[src/rtl/multi_sig_ctrl.sv]
// N-approach round-robin traffic-signal controller; approach 0 rests GREEN when idle.
// All outputs registered; requests latched in pend_q, hold freezes phase timing only.
module multi_sig_ctrl #(
  parameter int N_APPR    = 2,
  parameter int GREEN_MIN = 4,
  parameter int GREEN_MAX = 8,
  parameter int Y2R       = 3,
  parameter int R2G       = 2,
  parameter int CW        = 4,
  parameter int IW        = 1
) (
  input  logic                  clock,
  input  logic                  clear,
  input  logic [N_APPR-1:0]     req,
  input  logic                  hold,
  output logic [2*N_APPR-1:0]   sig,
  output logic [IW-1:0]         active,
  output logic                  switch
);

  typedef enum logic [1:0] {ST_GREEN, ST_YELLOW, ST_ALLRED} state_t;

  localparam logic [1:0]    SIG_RED = 2'd0;
  localparam logic [1:0]    SIG_YEL = 2'd1;
  localparam logic [1:0]    SIG_GRN = 2'd2;
  localparam logic [CW-1:0] GMIN_M1 = CW'(GREEN_MIN - 1);
  localparam logic [CW-1:0] GMAX_M1 = CW'(GREEN_MAX - 1);
  localparam logic [CW-1:0] Y2R_M1  = CW'(Y2R - 1);
  localparam logic [CW-1:0] R2G_M1  = CW'(R2G - 1);

  state_t                state_q, state_d;
  logic [CW-1:0]         timer_q, timer_d;
  logic [IW-1:0]         active_q, active_d;
  logic [IW-1:0]         next_q, next_d;
  logic [N_APPR-1:0]     pend_q, pend_d;
  logic [2*N_APPR-1:0]   sig_q, sig_d;
  logic                  switch_q, switch_d;

  logic                  other;
  logic                  req_act;
  logic                  hi_found, lo_found;
  logic [IW-1:0]         hi_idx, lo_idx, nxt;
  logic                  gap_out, max_out, go_home;
  logic [1:0]            head;

  // Round-robin pick: lowest pending index above active, else lowest below it.
  always_comb begin
    other    = 1'b0;
    req_act  = 1'b0;
    hi_found = 1'b0;
    lo_found = 1'b0;
    hi_idx   = '0;
    lo_idx   = '0;
    for (int i = N_APPR - 1; i >= 0; i--) begin
      if (IW'(i) == active_q) begin
        req_act = req[i];
      end else if (pend_q[i]) begin
        other = 1'b1;
        if (IW'(i) > active_q) begin
          hi_found = 1'b1;
          hi_idx   = IW'(i);
        end else begin
          lo_found = 1'b1;
          lo_idx   = IW'(i);
        end
      end
    end
    nxt = hi_found ? hi_idx : (lo_found ? lo_idx : '0);
  end

  always_comb begin
    gap_out = (timer_q >= GMIN_M1) && other && !req_act;
    max_out = (timer_q >= GMAX_M1) && other;
    go_home = (timer_q >= GMIN_M1) && !other && (active_q != '0) && !req_act;
  end

  always_comb begin
    state_d  = state_q;
    timer_d  = timer_q;
    active_d = active_q;
    next_d   = next_q;
    pend_d   = pend_q | req;
    switch_d = 1'b0;
    case (state_q)
      ST_GREEN: begin
        if (!hold) begin
          if (gap_out || max_out || go_home) begin
            state_d = ST_YELLOW;
            timer_d = '0;
            next_d  = nxt;
          end else if (timer_q < GMAX_M1) begin
            timer_d = timer_q + 1'b1;
          end
        end
      end
      ST_YELLOW: begin
        if (!hold) begin
          if (timer_q >= Y2R_M1) begin
            state_d = ST_ALLRED;
            timer_d = '0;
          end else begin
            timer_d = timer_q + 1'b1;
          end
        end
      end
      ST_ALLRED: begin
        if (!hold) begin
          if (timer_q >= R2G_M1) begin
            state_d  = ST_GREEN;
            timer_d  = '0;
            active_d = next_q;
            switch_d = 1'b1;
            for (int i = 0; i < N_APPR; i++) begin
              if (IW'(i) == next_q) pend_d[i] = 1'b0;
            end
          end else begin
            timer_d = timer_q + 1'b1;
          end
        end
      end
      default: begin
        state_d = ST_GREEN;
        timer_d = '0;
      end
    endcase
  end

  // Heads are computed from the next state so they change on the same edge as it.
  always_comb begin
    head = SIG_RED;
    case (state_d)
      ST_GREEN:  head = SIG_GRN;
      ST_YELLOW: head = SIG_YEL;
      default:   head = SIG_RED;
    endcase
    sig_d = '0;
    for (int i = 0; i < N_APPR; i++) begin
      sig_d[2*i +: 2] = (IW'(i) == active_d) ? head : SIG_RED;
    end
  end

  always_ff @(posedge clock or posedge clear) begin
    if (clear) begin
      state_q  <= ST_GREEN;
      timer_q  <= '0;
      active_q <= '0;
      next_q   <= '0;
      pend_q   <= '0;
      sig_q    <= {{(2*N_APPR-2){1'b0}}, SIG_GRN};
      switch_q <= 1'b0;
    end else begin
      state_q  <= state_d;
      timer_q  <= timer_d;
      active_q <= active_d;
      next_q   <= next_d;
      pend_q   <= pend_d;
      sig_q    <= sig_d;
      switch_q <= switch_d;
    end
  end

  assign sig    = sig_q;
  assign active = active_q;
  assign switch = switch_q;

endmodule

[config.mk]
export PLATFORM = sky130hd
export DESIGN_NAME = multi_sig_ctrl
export DESIGN_NICKNAME = d
export VERILOG_FILES = /design/src/rtl/multi_sig_ctrl.sv
export SDC_FILE = /design/constraint.sdc
export NUM_CORES = 1
export LEC_CHECK = 0
export BUFFER_PORTS_ARGS = -buffer_cell sky130_fd_sc_hd__buf_4
export CAP_MARGIN = 15
export CORE_ASPECT_RATIO = 1.2
export CORE_MARGIN = 2
export CORE_UTILIZATION = 29
export CTS_CLUSTER_DIAMETER = 150
export CTS_CLUSTER_SIZE = 12
export DETAILED_ROUTE_END_ITERATION = 10
export PLACE_DENSITY = 0.48
export SYNTH_ARGS = -nofsm -noshare
export SYNTH_HDL_FRONTEND = slang
export SYNTH_SLANG_ARGS = --single-unit
[constraint.sdc]
create_clock -name clock -period 2 [get_ports clock]
set_input_delay 0.1 -clock clock [delete_from_list [all_inputs] [get_ports clock]]
set_output_delay 0.1 -clock clock [all_outputs]
set_load 0.05 [all_outputs]
==> impl_metrics.csv <==
group,metric,value,unit
global_route,grt_first_pass_wirelength,3110,um
floorplan,die_width,52.9,um
routing,drt_iter0_drc,17,
yosys,syn_inst,81,
critical_path,rr_worst_depth,5,
critical_path,crit_required,2.16,ns
yosys,syn-mean-instance-area,10.3,um^2
yosys,synth_top_area_share,42.1,%
layout,drive_gt1_share,25.0,%
global_route,grt_max_degree,16,
sta,whs,0.0286,ns
routing,routed_wl,1760,um
routing,num_vias,650,
critical_path,endpoint_kind,"flip-flop",
clock_tree,clockBufferDepth,2,
routing,drt_pre_antenna_iters,4,
routing,antenna_left,0,
placed_design,io_buffers,10,
clock_tree,clock_latency,0.28,ns
sta,fmax,0.567,GHz
sta,setup_tns,0,ns
hold_path,hp-class,"input port to flip-flop",
sta,maxSlewViolCount,0,
run,drv_cap,0,
critical_path,critPathArrivalTime,1.92,ns
routing,drc,0,
sta,max_slew.worst_pin.slew,0.586,ns
layout,fin_util,36.1,%
floorplan,rows,21,
critical_path,cp-start-kind,"flip-flop",
clock_tree,numCtsBuffers,3,
layout,final_common_cell,"dfrtp_1",
sta,setup-violations-final,0,
floorplan,die_area,0.00332,mm^2
placed_design,gp_congestion,0.804,
power,p_leak,0.459,nW
sta,period_share,88.1,%
yosys,synth.distinct_cells,35,
sta,rsz0062_at_grt,"false",
critical_path,critPathKind,"flip-flop to flip-flop",
layout,finalNetCount,106,
clock_tree,cts_sinks,15,
hold_path,whs_path_depth,2,
floorplan,start_util,30.2,%
clock_tree,htreeDepth,1,
floorplan,pin_count,11,
floorplan,fp.coreArea,0.00276,mm^2
yosys,synth_area_leaders,"dfrtp_1, ha_1, inv_1",
yosys,yosys_warnings,0,
global_route,grt_pass1_vias,656,
power,power_density,1430,mW/mm^2
outcome,outcome,"completed",
layout,mostFrequentLayoutCells,"dfrtp_1, buf_4, inv_1",
global_route,grt_overflow,0,
floorplan,fp.dieH,62.7,um
yosys,syn-cell-area,832,um^2
yosys,yosys.area.top_type,"dfrtp_1",
layout,synthToLayoutAreaGrowth,19.8,%
yosys,synth-seq-cells,15,
clock_tree,clockRootBuffer,"clkbuf_4",
yosys,ys_seq_area_share,45.3,%
power,ir_drop,703,uV
yosys,syn_nets,90,
clock_tree,clkTransAtPathRegs,0.10,ns
layout,diodes,0,
global_route,antenna_found_initial,0,
clock_tree,cts_tree,"done",
sta,slew_headroom,60.9,%
critical_path,worstPathMaxFanout,8,
sta,clock_skew,0.00185,ns
placed_design,hpwl,1310,um
power,power,1.43,mW
sta,finalHoldViolCount,0,
routing,avgRoutedWirePerCell,13.5,um
sta,fin_crit,1.76,ns
routing,avgViaCountPerCell,5.00,
clock_tree,cts_setup_buffers,0,
global_route,track_usage,12.3,%
## path summary, 6_finish.rpt
check	start	endpoint	slack (ns)
min reg2reg	next_q	pend_q[1]	0.48
min	req[0]	pend_q[0]	0.03
min in group asynchronous	clear	sig[3]	0.44
max in group asynchronous	clear	state_q[1]	1.18
max	timer_q[1]	timer_q[0]	0.24
max reg2reg	timer_q[1]	timer_q[0]	0.24
## cell type report
type	count	area [um^2]
clock inverter	1	5.00
clock buffer	3	22.5
sequential	15	377
timing repair buffer	12	92.6
multi-input combinational	55	420
tap	34	42.5
inverter	10	37.5
fill	286	1760
## sequential cells by signal (all words and copies together), names as in the netlist
signal and count:
sig 4, timer_q 4, pend_q 2, state_q 2
active 1, next_q 1, switch 1
## cell families (layout without fill, tap and decap cells)
group	after synthesis	count (layout)	share of synthesized area (%)
AOI/OAI and AO/OA	22	22	22.6
adders and majority gates	4	4	6.02
buffers and inverters	11	26	4.96
DFF	15	15	45.3
muxes	3	3	4.21
and+or+nand+nor	26	26	17.0
## synthesized netlist by cell type
cell type   n
a211oi_1    1
a21bo_2     1
a21o_1      2
a21oi_1     4
a22oi_1     2
a311o_1     1
a31oi_1     2
and2b_2     1
clkbuf_1    1
dfrtp_1    14
dfstp_2     1
ha_1        4
inv_1      10
mux2_4      1
mux2i_1     2
nand2_1     8
nand2b_1    1
nand4bb_1   1
nor2_1      7
nor3_1      1
nor3_2      1
nor3b_1     1
nor4_1      1
nor4b_1     1
o21a_1      1
o21ai_0     1
o2bb2ai_1   1
o31ai_1     2
o32ai_1     1
o32ai_2     1
o41ai_1     1
o41ai_4     1
or2_2       1
or2b_1      1
or4_1       1
## what timing repair did
item,4_1_cts,5_1_grt
resized for setup,0,1
hold buffers,1,0
endpoints found under the hold margin,14,0
endpoints found under the setup margin,0,1
## critical path: stages, from the launching register on
cell and delay, ns:
dfrtp_1 0.44, ha_1 0.28, a21oi_1 0.13, o41ai_4 0.55, or2b_1 0.17, o21ai_0 0.06
## stage by stage
step	cells	setup WS [ns]	cell area [um^2]
detailed placement	125	0.133	953
floorplan	81	0.140	832
finish	130	0.237	997
global route	130	0.0957	997
global placement	125	0.173	953
CTS	130	0.118	991
## power breakdown
group	internal [mW]	total (mW)	switching (mW)
logic	0.274	0.740	0.466
registers	0.409	0.510	0.102
clock network	0.0742	0.181	0.106
total	0.757	1.43	0.674
## layer usage
layer / part of all wire, % / vias up / wire (um) / global-route usage, %
met1: 47 / 313 / 822 / 17.6
met4: 0.91 / 0 / 16 / 3.85
met2: 50 / 11 / 877 / 18.8
met5: 0 / - / 0 / 0
met3: 2.5 / 2 / 44 / 2.15
li1: - / 324 / - / -
(Power assumes the default switching activity.)
